<file path="src/rtl/dispatchu_pq.sv">
// Instruction fetch/dispatch front end with a DEPTH-entry prefetch queue and one outstanding fetch.
// Define DISPATCHU_PQ_BYPASS_EN to forward an ack straight to issue when the queue is empty.
module dispatchu_pq #(
  parameter int DW = 16,
  parameter int AW = 32,
  parameter int DEPTH = 4,
  parameter logic [AW-1:0] RESET_PC = '0
) (
  input  logic                   clk,
  input  logic                   rst_n,
  output logic                   mem_req,
  output logic [AW-1:0]          mem_addr,
  input  logic                   mem_ack,
  input  logic [DW-1:0]          mem_rdata,
  input  logic                   redir_valid,
  input  logic [AW-1:0]          redir_pc,
  output logic                   iss_valid,
  input  logic                   iss_ready,
  output logic [3:0]             iss_op,
  output logic [2:0]             iss_a,
  output logic [2:0]             iss_b,
  output logic [2:0]             iss_c,
  output logic [DW-1:0]          iss_word,
  output logic [AW-1:0]          iss_pc,
  output logic [$clog2(DEPTH):0] q_count
);
  localparam int PW = $clog2(DEPTH);
  localparam int CW = PW + 1;
  localparam logic [CW-1:0] DEPTH_C = CW'(DEPTH);

  typedef enum logic [1:0] {IDLE, REQ, DRAIN} fetchState_t;

  fetchState_t   state;
  logic [AW-1:0] fetchPc;
  logic [DW-1:0] wordMem [DEPTH];
  logic [AW-1:0] pcMem [DEPTH];
  logic [PW-1:0] rdPtr, wrPtr;
  logic          ackLive, push, pop, bypass, bypassTake;
  logic [CW-1:0] nextOcc;
  logic [DW-1:0] srcWord;
  logic [AW-1:0] srcPc;

  assign ackLive = mem_ack && (state == REQ);
  assign pop     = (q_count != '0) && iss_ready;
`ifdef DISPATCHU_PQ_BYPASS_EN
  assign bypass  = ackLive && (q_count == '0) && !redir_valid;
`else
  assign bypass  = 1'b0;
`endif
  assign bypassTake = bypass && iss_ready;
  assign push       = ackLive && !redir_valid && !bypassTake;
  // Refill decision ignores a same-cycle pop so a push can never overflow.
  assign nextOcc    = q_count + CW'(push);

  always_ff @(posedge clk) begin
    if (push) begin
      wordMem[wrPtr] <= mem_rdata;
      pcMem[wrPtr]   <= mem_addr;
    end
  end

  always_ff @(posedge clk or negedge rst_n) begin
    if (!rst_n) begin
      rdPtr   <= '0;
      wrPtr   <= '0;
      q_count <= '0;
    end else if (redir_valid) begin
      rdPtr   <= '0;
      wrPtr   <= '0;
      q_count <= '0;
    end else begin
      if (push) wrPtr <= wrPtr + PW'(1);
      if (pop)  rdPtr <= rdPtr + PW'(1);
      q_count <= q_count + CW'(push) - CW'(pop);
    end
  end

  always_ff @(posedge clk or negedge rst_n) begin
    if (!rst_n) begin
      state    <= IDLE;
      mem_req  <= 1'b0;
      mem_addr <= RESET_PC;
      fetchPc  <= RESET_PC;
    end else begin
      case (state)
        IDLE: begin
          if (redir_valid) begin
            fetchPc <= redir_pc;
          end else if (q_count < DEPTH_C) begin
            mem_req  <= 1'b1;
            mem_addr <= fetchPc;
            state    <= REQ;
          end
        end
        REQ: begin
          if (redir_valid) begin
            fetchPc <= redir_pc;
            if (mem_ack) begin
              mem_req <= 1'b0;
              state   <= IDLE;
            end else begin
              state   <= DRAIN;
            end
          end else if (mem_ack) begin
            fetchPc <= fetchPc + AW'(1);
            if (nextOcc < DEPTH_C) begin
              mem_addr <= fetchPc + AW'(1);
            end else begin
              mem_req <= 1'b0;
              state   <= IDLE;
            end
          end
        end
        DRAIN: begin
          // The request stays on the bus until acked; its data is thrown away.
          if (redir_valid) fetchPc <= redir_pc;
          if (mem_ack) begin
            mem_req <= 1'b0;
            state   <= IDLE;
          end
        end
        default: begin
          mem_req <= 1'b0;
          state   <= IDLE;
        end
      endcase
    end
  end

  always_comb begin
    iss_valid = (q_count != '0);
    srcWord   = iss_valid ? wordMem[rdPtr] : '0;
    srcPc     = iss_valid ? pcMem[rdPtr] : '0;
    if (bypass) begin
      iss_valid = 1'b1;
      srcWord   = mem_rdata;
      srcPc     = mem_addr;
    end
  end

  assign iss_op   = srcWord[15:12];
  assign iss_a    = srcWord[11:9];
  assign iss_b    = srcWord[8:6];
  assign iss_c    = srcWord[5:3];
  assign iss_word = srcWord;
  assign iss_pc   = srcPc;
endmodule
</file>
<file path="config.mk">
export PLATFORM = sky130hd
export DESIGN_NAME = dispatchu_pq
export DESIGN_NICKNAME = d
export VERILOG_FILES = /design/src/rtl/dispatchu_pq.sv
export SDC_FILE = /design/constraint.sdc
export NUM_CORES = 1
export LEC_CHECK = 0
export ABC_CLOCK_PERIOD_IN_PS = 3510
export CORE_ASPECT_RATIO = 0.8
export CORE_MARGIN = 4
export CORE_UTILIZATION = 35
export CTS_CLUSTER_SIZE = 30
export DETAILED_ROUTE_END_ITERATION = 12
export GPL_TIMING_DRIVEN = 0
export SETUP_SLACK_MARGIN = 0.02
export SYNTH_ARGS = -nofsm -noshare
export SYNTH_HDL_FRONTEND = slang
export SYNTH_SLANG_ARGS = --single-unit
</file>
<file path="constraint.sdc">
create_clock -name clk -period 3.51 [get_ports clk]
set_input_delay 0.702 -clock clk [delete_from_list [all_inputs] [get_ports clk]]
set_output_delay 0.702 -clock clk [all_outputs]
set_load 0.02 [all_outputs]
</file>
======== Word level (Yosys, flattened, before mapping) ========
Memory sizes are Yosys's and may differ from the RTL's.
Index checks and enable logic that the tools add are counted.
operators by class
  $add $sub $neg .......................... 5
  magnitude comparators ................... 2
  eq/ne operators ......................... 11
  multiplexer cells ....................... 34
  reductions and logical operators ........ 15
operators by type and width
  kind                                                                      count
  32-bit two-way mux                                                        9
  32-bit one-hot mux with 2 select lines                                    2
  32-bit by 1-bit adder with 32-bit output (second input constant)          1
  2-bit two-way mux                                                         11
  16-bit two-way mux                                                        1
  2-bit inequality test (second input constant)                             5
  1-bit two-way mux                                                         8
  2-bit nonzero test                                                        4
  3-bit < comparator (second input constant)                                2
  3-bit inequality test (second input constant)                             2
  2-bit one-hot mux with 3 select lines                                     1
  6-bit AND reduction                                                       1
  5-bit AND reduction                                                       1
  2-bit by 1-bit adder with 2-bit output (second input constant)            2
  2-bit by 1-bit inequality test with 1-bit output (second input constant)  2
  4-bit AND reduction                                                       1
  3-bit by 1-bit adder with 3-bit output                                    1
  1-bit logical AND                                                         3
  3-bit two-way mux                                                         1
  1-bit one-hot mux with 3 select lines                                     1
  3-bit AND reduction                                                       1
  3-bit nonzero test                                                        1
  3-bit by 1-bit subtractor with 3-bit output                               1
  2-bit by 1-bit equality test with 1-bit output (second input constant)    1
  4 further kinds                                                           4
word-level totals
  bits in registers ....................... 74
  RAM bits ................................ 192
  logic and storage cells ................. 76
  memories kept ........................... 2
memory list
  name     words  width  rd ports  clocked after Yosys merged registers in  write ports  RTL line  RTL
  pcMem    4      32     1         0                                        1            36        logic [AW-1:0] pcMem [DEPTH];
  wordMem  4      16     1         0                                        1            35        logic [DW-1:0] wordMem [DEPTH];

======== Depth between registers and ports, before layout ========
Gate-level depths: netlist (run 1).
  word-level depth ........................ 9
  gate-level depth with buffers ........... 13

======== Worst setup path before layout (run 1) ========
OpenSTA, ideal clock, no wires.
  kind .................................... input -> register
  start point ............................. in mem_ack
  end point ............................... mem pcMem[0][0] (enable)
  library setup time ...................... 410 ps
  arrival time ............................ 2540 ps
  path slack .............................. 560 ps
  cell stages on the path ................. 4
  path buffers ............................ 1
  cells stage by stage .................... clkbuf_1 inv_1 nor3_1 and2_1
on the way
  longest elaborated chain between the ends .. 4
RTL lines
  what                                     RTL line  RTL
  from (decl)                              13        input logic mem_ack,
  1-bit logical AND                        43        assign ackLive = mem_ack && (state == REQ);
  1-bit logical AND                        51        assign push = ackLive && !redir_valid && !bypassTake;
  1-bit two-way mux                        56        if (push) begin
  1-bit two-way mux (not written as such)  58        pcMem[wrPtr] <= mem_addr;
  to (decl)                                36
No other way between the ends.

======== Worst setup path after layout (run 1) ========
  start point ............................. reg rdPtr[1]
  end point ............................... out iss_pc[26]
on the way
  longest elaborated chain between the ends .. 2
RTL lines
  what                    RTL line  RTL
  from (decl)             37        logic [PW-1:0] rdPtr, wrPtr;
  from (signal assigned)  73        if (pop) rdPtr <= rdPtr + PW'(1);
  memory 4 x 32 bit       n/a
  32-bit two-way mux      133       srcPc = iss_valid ? pcMem[rdPtr] : '0;
  to (decl)               24        output logic [AW-1:0] iss_pc,
No other way between the ends.

==> results by stage, run 1 <==
Run status:
- The flow ran to the end, and the final reports show no timing, DRC or antenna violations.

Place:
- The cell total after placement is 1441.
- Routability-driven placement finished with a final weighted congestion of 0.912.
- The count of input and output buffers is 149.
- Summing all placed instances gives a cell area of ~14000 sq um.
- The post-DP HPWL is 21200 microns.

Timing:
- The time the worst path needs with I/O delays and setup is 3.33 ns.
- Clock skew on the completed layout was measured at 0.00858 ns.
- Across all hold checks on the routed design, the worst slack comes to 0.513 ns.
- Adding up every negative setup slack in the final design gives 0 ns.
- The worst pin sits at a relative slew slack of 29.9%.
- The pin slew with the least headroom to its limit is 1.04 ns.
- In the finished design, the share of the clock period the worst path needs comes to 94.8%.
- Setup repair after global routing left no endpoint under its margin.
- The final count of hold timing violations is 0.
- The total count of max-transition violations in the final report was 0.
- The highest clock rate is ~300 MHz.
- The final number of setup-violating endpoints is 0.

GRT:
- The number of antenna violations at the first check in global routing is 0.
- The first-pass GRT wire length is 46600 microns.
- The total overflow left after global routing is 0.
- The largest net degree at the start of global routing is 65.
- The number of global-route vias before repair is ~7600.
- Global routing consumed, over all layers together, 16.3% of the routing resources.

Clock tree:
- CTS placed an instance of sky130_fd_sc_hd__clkbuf_16 at the clock tree root.
- The clock net in this run drives a total of 266 sinks.
- The post-CTS clock slew at the launch and capture registers of the worst setup and hold paths is 0.06 ns.
- The clock latency on the worst-skew pair is about 0.55 ns.
- The CTS buffer count is 28.
- In this run the number of H-tree levels came out at 1.
- Counting along the longest clock path gives a buffer depth of 3.
- The clock tree from TritonCTS is built.

Die:
- During I/O placement, the number of pins put on the boundary was 151.
- The die span in y is 172 microns.
- The initial utilization of the core area, before any placement, comes to between 30 and 40%.
- The standard-cell row count is 59.
- The floorplan step defined a core boundary enclosing 32900 sq um.
- The die covers 36700 sq um.
- The floorplan die width is 213 microns.

Critical path:
- The destination of the worst register-to-register timing path is mem_addr[6].
- The reg-to-reg critical path startpoint is state[0].
- The category of the most critical setup path is flop to output port.
- At the worst endpoint, the arrival time is 2.63 ns.
- For the worst setup path, the data required time is between 2 and 3 ns.
- The largest fanout of any net on the critical path is 10.
- The startpoint kind of the worst setup timing path is a flop.
- The element type at the critical path end is an output port.
- The minimum setup slack among reg-to-reg paths is 0.39 ns.
- For the worst flop-to-flop path, the logic depth is 12.

Route:
- Dividing the detail-routed via count by the number of cells gives about 5.2.
- The first-iteration detailed-routing DRC count is 698.
- The post-route antenna net violation count is 0.
- For this run, design rule violations remaining after detail routing come to 0.
- The routed layout has just under 8000 vias.
- In the final routed layout, each cell accounts on average for 20.2 microns.
- After detailed routing, the total wire length is 30200 microns.
- The first TritonRoute pass finished after 5 iterations.

Min path:
- The start point of the worst min-delay path is mem_ack.
- The class of the tightest hold or removal check is input pin to flop.
- The destination of the worst hold path is state[1].
- The count of cells along the worst hold path is 2.

Finish:
- The antenna diode count is 0.
- The top cell types in the final layout, fill and taps aside, are sky130_fd_sc_hd__edfxtp_1 (192), sky130_fd_sc_hd__clkdlybuf4s50_1 (146), sky130_fd_sc_hd__nor2_1 (78).
- The area occupied by multi-input gates is 3800 sq um.
- Fill cells in the final layout number 2953.
- The post-route netlist has about 14% of its cells at a drive strength greater than 1.
- The final net count is ~1100.
- The filler-free cell count of the finished design is 1492.
- The area growth from synthesis to layout is 26.6%.
- The area of all placed cells without fillers is 14900 sq um.
- Registers take approximately 7600 sq um.
- Measured on the finished design, the core utilization comes to 45.5%.
- The library cell used most frequently in the layout, excluding fill and tap cells, is sky130_fd_sc_hd__edfxtp_1.

Synthesis:
- The average footprint of a synthesized cell is between 10 and 15 sq um.
- The post-synthesis async set-or-reset flop share is 27.8%.
- For this run, the number of Yosys warnings is 0.
- Counting every net in the synthesized netlist gives roughly 900.
- After Yosys synthesis, XOR and XNOR cells account for 2.67% of the synthesized area.
- The share of synthesized cell area in full adder, half adder and majority cells is less than 1%.
- By area, the combinational part of the netlist is dominated by simple AND/OR/NAND/NOR gates.
- The count of state elements after synthesis is 266.
- The register area share after synthesis is 64.6%.
- The simple logic cell fraction of the synthesized area is 12.0%.
- The total standard cell area after synthesis is approximately 12000 sq um.
- In the synthesized netlist the dominant register cell turns out to be sky130_fd_sc_hd__edfxtp_1.
- After synthesis, the netlist uses 56 different library cells.
- The synthesized netlist devotes 6.89% of its cell area to compound gates.
- Of the post-synthesis cell area, the part taken by muxes is 9.44%.
- The cell count after synthesis is between 800 and 900.
- The number of flops mapped to enable cells by yosys is 192.

Job:
- Max-cap violations in this run came to 0.

Power and ir drop:
- The part of the power in the clock network is 25.5%.
- In this run, the combinational gates consume about 34% of the power.
- The switching component of the power is 3650 uW.
- Sequential cells account for between 40 and 50% of the total power.
- The internal portion of total power is just over 7000 uW.
- The switching portion of total power is around a third.
- The leakage power figure is 0.00505 uW.
- In this run the power density over the cells is around 730 nW/um^2.
- The worst-case IR drop observed on VDD is 265 uV.
-- cells by family (layout without fill, tap and decap cells) --
| group | after synthesis | count (layout) |
|---|---|---|
| buffers and inverters | 88 | 295 |
| XOR/XNOR | 36 | 36 |
| adder cells (fa/ha/maj) | 9 | 9 |
| multiplexers | 51 | 51 |
| AO/OA/AOI/OAI | 136 | 136 |
| AND/OR/NAND/NOR | 272 | 272 |
| flip-flops | 266 | 266 |
-- sequential cells by signal, indices dropped and copies added, names as in the netlist, 2 cells and up --
register and flops:
pcMem 128, state 2, wordMem 64, q_count 3, rdPtr 2, mem_addr 32, wrPtr 2, fetchPc 32
-- power by group through the flow --
stage	combinational [uW]	clock, uW	sequential, uW
final	3700	2790	4440
after detailed placement	3710	0	4500
after global placement	3680	0	4480
after CTS	3750	2860	4450
after global routing	4010	3000	4520
after floorplan	1980	0	4550
-- critical path: stages, from the launching register on --
cell	delay, ns
sky130_fd_sc_hd__dfrtp_1	0.40
sky130_fd_sc_hd__buf_1	0.52
sky130_fd_sc_hd__mux4_2	0.40
sky130_fd_sc_hd__and2_1	0.22
sky130_fd_sc_hd__clkdlybuf4s50_1	0.55
-- stage by stage --
stage          total power, uW  setup slack, ns
4_1_cts                  11100           0.0332
2_1_floorplan             6530            0.560
5_1_grt                  11500           0.0218
6_report                 10900            0.181
3_5_place_dp              8210           -0.636
3_3_place_gp              8150            -1.32
-- what timing repair did --
item                                    in CTS  in global routing
hold buffers                                 1                  0
resized for setup                           15                 19
endpoints found under the hold margin       10                  0
endpoints found under the setup margin      87                 51
buffers inserted                             0                  0
-- area by class of cell --
| cell class | instances | area share, % |
|---|---|---|
| buffer | 79 | 2.75 |
| clock buffer | 37 | 5.05 |
| clock inverter | 14 | 0.745 |
| inverter | 8 | 0.201 |
| multi-input combinational | 504 | 25.4 |
| sequential | 266 | 51.0 |
| tap | 427 | 3.58 |
| timing repair buffer | 157 | 11.3 |
-- routing by layer --
metal / share of wire (%) / GRT usage, % / up-vias
met5: 0 / 0 / -
met4: 2.0 / 3.56 / 0
met3: 7.6 / 3.25 / 41
met2: 44 / 24.6 / 271
met1: 46 / 24.7 / 3890
li1: - / - / 3606
-- Yosys cell counts, drive strengths merged, types with 2 or more instances --
cell type  count  area share (%)
and2          57             3.0
nor4           8            0.48
a211oi         3            0.19
nor3b          2            0.13
a2bb2oi        6            0.45
xnor2         26             1.9
a31oi          8            0.42
nand2         38             1.2
nand3         26             1.1
clkbuf        50             1.6
nand4         18             1.1
mux4          48             9.2
mux2           2            0.19
xor2          10            0.74
edfxtp       192              49
o21ai         17            0.72
ha             9            0.95
or4            4            0.29
inv            8            0.25
nor2b          3            0.16
and4           5            0.37
nor2          78             2.5
o22a           4            0.30
nand2b         2            0.11
o22ai          8            0.42
or3            2            0.11
buf           30             1.6
nor3          16            0.77
dfrtp         74              16
a21oi         73             3.1
o2bb2ai        3            0.22
a22o           2            0.15
and3          10            0.53
a311oi         3            0.28
-- worst max path at each step --
stage / start / slack, ns / end / cells past startpoint
floorplan: mem_ack / 0.56 / pcMem[0][0] / 4
global placement: redir_valid / -1.32 / pcMem[3][9] / 5
detailed placement: redir_valid / -0.64 / mem_addr[13] / 13
CTS: rdPtr[0] / 0.03 / iss_word[7] / 5
global route: rdPtr[1] / 0.02 / iss_pc[26] / 4
finish: rdPtr[1] / 0.18 / iss_pc[26] / 4
(Power assumes the default switching activity.)
==> run 2, diff against run 1 <==
Settings changed: SLEW_MARGIN set to 20.
==> results by stage, run 2 (synthesis gave the netlist of run 1 again) <==
Run status:
- The run finished with clean final reports.

Timing:
- The time the worst path needs with I/O delays and setup is 3.34 ns (+0.00814 ns).
- The ratio of final minimum period to clock period is 95.1% (+0.23 points).
- The headroom to the max-slew limit is 25.3% (-4.6 points).
- The total count of max-transition violations in the final report is 0 (unchanged).
- The highest clock rate came to 300 MHz (-0.24%).
- The final number of setup-violating endpoints is 0 (unchanged).
- The final worst setup slack came to 0.173 ns (-0.00814 ns).
- The pin slew with the least headroom to its limit is 1.11 ns (+0.0685 ns).
- The worst setup skew after layout is 0.0116 ns (+0.00304 ns).
- The final count of hold timing violations is 0 (unchanged).
- Setup repair after global routing could not meet its margin everywhere.

Clock tree:
- The clock latency on the worst-skew pair is 0.55 ns (about the same).
- The maximum buffer depth of the clock tree is 3 (unchanged).
- The number of clock sinks is 266 (unchanged).
- The total number of H-tree levels is 1 (unchanged).
- Clock tree synthesis selected as its root buffer the cell sky130_fd_sc_hd__clkbuf_16.
- The post-CTS clock slew at the launch and capture registers of the worst setup and hold paths was 0.06 ns (about the same).
- The number of buffers inserted by post-CTS setup repair is 0 (unchanged).
- The CTS buffer count is 29 (+3.6%).
- TritonCTS built the clock tree.

Finish:
- The top cell types in the final layout, fill and taps aside, are sky130_fd_sc_hd__edfxtp_1 (192), sky130_fd_sc_hd__clkdlybuf4s50_1 (146), sky130_fd_sc_hd__nor2_1 (78).
- The count of filler cells inserted in the layout is 2965 (+0.41%).
- The storage element area is 7620 sq um (unchanged).
- The flip-flop count of the largest register after layout is 128 (unchanged).
- The filler-free cell count of the finished design is 1489 (-0.20%).
- Counting flops per register, the top entry is pcMem.
- In the final layout, the registers with the most flip-flops are pcMem (128), wordMem (64).
- The final net count is 1104 (-0.18%).
- The area occupied by multi-input gates came to 3800 sq um (+0.13%).
- The fraction of layout cells with a size suffix above 1 came to 13.9% (-0.15 points).
- The library cell used most frequently in the layout, excluding fill and tap cells, is sky130_fd_sc_hd__edfxtp_1.
- The antenna diode count came to 0 (unchanged).
- Compared with the post-synthesis result, the final layout area differs by 26.3%.

Critical path:
- STA classifies the critical path startpoint as a flop.
- The setup path with the least slack is of type flop to output port.
- The stage delay of the slowest cell on the critical path was 0.55 ns (about the same).
- The required time of the worst setup path came to 2.81 ns (about the same).
- In this run the worst setup path begins at rdPtr[1].
- The number of cells on the worst reg-to-reg path is 13 (+1).
- The largest fanout of any net on the critical path is 10 (unchanged).
- The minimum setup slack among reg-to-reg paths was 0.42 ns (+0.03 ns).
- Traced cell by cell, the critical path runs through buf_1 > mux4_2 > and2_1 > clkdlybuf4s50_1.
- In this run the critical register-to-register path is captured at mem_addr[1].
- The worst-path cell with the longest stage delay is sky130_fd_sc_hd__buf_1.
- The reg-to-reg critical path startpoint is state[0].
- The element type at the critical path end is an output port.
- The data arrival time at the worst-slack endpoint is 2.63 ns (about the same).

GRT:
- The largest net degree at the start of global routing is 45 (-31%).
- The number of global-route vias before repair is 7641 (+0.079%).
- The global route total overflow is 0 (unchanged).
- The number of antenna violations at the first check in global routing is 0 (unchanged).
- The first-pass GRT wire length is 45900 microns (-1.5%).
- The global routing usage summed across all routing layers came to 16.2% (-0.17 points).

Place:
- The routability-driven placement congestion ratio was 0.912 (unchanged).
- The post-DP HPWL came to 21100 microns (-0.32%).
- The cell total after placement came to 1439 (-0.14%).
- The count of input and output buffers is 149 (unchanged).
- The setup slack after placement is -0.754 ns (-0.118 ns).

Job:
- The number of violations of the max-capacitance limit came to 0 (unchanged).

Power and ir drop:
- The share of total power in sequential cells came to 40.2% (-0.5 points).
- The internal portion of total power is 7400 uW (+1.7%).
- The part of the power in the clock network was 26.3% (+0.8 points).
- The largest vdd supply drop is 337 uV (+27%).
- The leakage power figure is 0.00505 uW (about the same).
- The total power per unit cell area was 741 nW/um^2 (+1.3%).
- The switching portion of total power is 33.0% (-0.42 points).
- The proportion of power drawn by combinational gates is 33.5% (-0.3 points).
- The switching component of the power was 3640 uW (-0.18%).

Route:
- The post-route antenna net violation count was 0 (unchanged).
- The total wire length came to 30000 microns (-0.53%).
- The number of design rule violations left after detail routing was 0 (unchanged).
- The via-per-instance ratio is 5.16 (-1.4%).
- The total via count after detailed routing is 7682 (-1.6%).
- The average routed wire per standard cell is 20.2 microns (-0.33%).
- The first-iteration detailed-routing DRC count is 709 (+1.6%).
- The number of optimization iterations in the first detailed-route pass is 5 (unchanged).

Die:
- The area of the die is 36700 sq um (unchanged).
- The standard cell core area is 32900 sq um (unchanged).
- The floorplan die width is 213 microns (unchanged).
- The standard-cell row count is 59 (unchanged).
- The die span in y was 172 microns (unchanged).
- The initial core utilization is 35.9% (unchanged).
- The number of placed I/O pins is 151 (unchanged).

Min path:
- The path class of the tightest hold or removal check is input pin to async pin.
-- run 2: cell count changes in the layout (fill, tap and decap cells not counted), moves of 2 or more --
cell,change
sky130_fd_sc_hd__and2_2,-4
sky130_fd_sc_hd__and2_4,+4
sky130_fd_sc_hd__buf_12,+2
sky130_fd_sc_hd__buf_16,-4
sky130_fd_sc_hd__clkinvlp_4,-3
-- run 2: metrics by stage --
step                      util [%]  hold WS (ns)  area (sq um)  setup TNS [ns]  power, uW
after floorplan                  -         0.406         11800               0       6530
after global routing          45.4         0.115         14900               0      11600
after detailed placement      42.4         0.539         13900          -21.10       8210
after global placement        42.1         0.527         13800         -348.44       8150
after CTS                     45.3        0.0893         14900               0      11200
final                         45.4        0.0955         14900               0      11000
-- run 2: worst max-delay path by stage --
| stage | cells after the start | slack (ns) | end |
|---|---|---|---|
| 2_1_floorplan | 4 | 0.56 | pcMem[0][0] |
| 3_3_place_gp | 5 | -1.32 | pcMem[3][9] |
| 3_5_place_dp | 13 | -0.75 | mem_addr[13] |
| 4_1_cts | 5 | 0.01 | iss_word[3] |
| 5_1_grt | 4 | 0.01 | iss_pc[10] |
| 6_report | 4 | 0.17 | iss_pc[10] |
-- run 2: critical path, delay by kind of cell, from the launching register on --
family        cells  cell delay, ns
buf+inv           2            1.08
flops             1            0.40
simple gates      1            0.17
mux               1            0.43
-- run 2: area by class of cell --
type | count | area share (%)
multi-input combinational | 504 | 25.5
sequential | 266 | 51.1
buffer | 79 | 2.76
clock inverter | 11 | 0.798
clock buffer | 40 | 5.28
tap | 427 | 3.58
inverter | 8 | 0.201
timing repair buffer | 154 | 10.7
-- run 2: layer usage --
layer | GRT usage [%] | vias to the layer above | share of wire (%)
met1 | 24.4 | 3812 | 47
met5 | 0 | - | 0
li1 | - | 3573 | -
met2 | 24.9 | 258 | 44
met3 | 2.87 | 39 | 6.5
met4 | 3.28 | 0 | 2.0
-- run 2: what timing repair did --
action | in CTS | in global routing
hold buffers | 0 | 0
resized for setup | 14 | 23
setup endpoints to repair | 91 | 57
-- run 2: power groups by stage --
| stage | sequential [uW] | combinational (uW) | clock, uW |
|---|---|---|---|
| floorplan | 4550 | 1980 | 0 |
| global placement | 4480 | 3680 | 0 |
| detailed placement | 4500 | 3710 | 0 |
| CTS | 4450 | 3740 | 2990 |
| global route | 4520 | 4010 | 3120 |
| finish | 4440 | 3700 | 2910 |
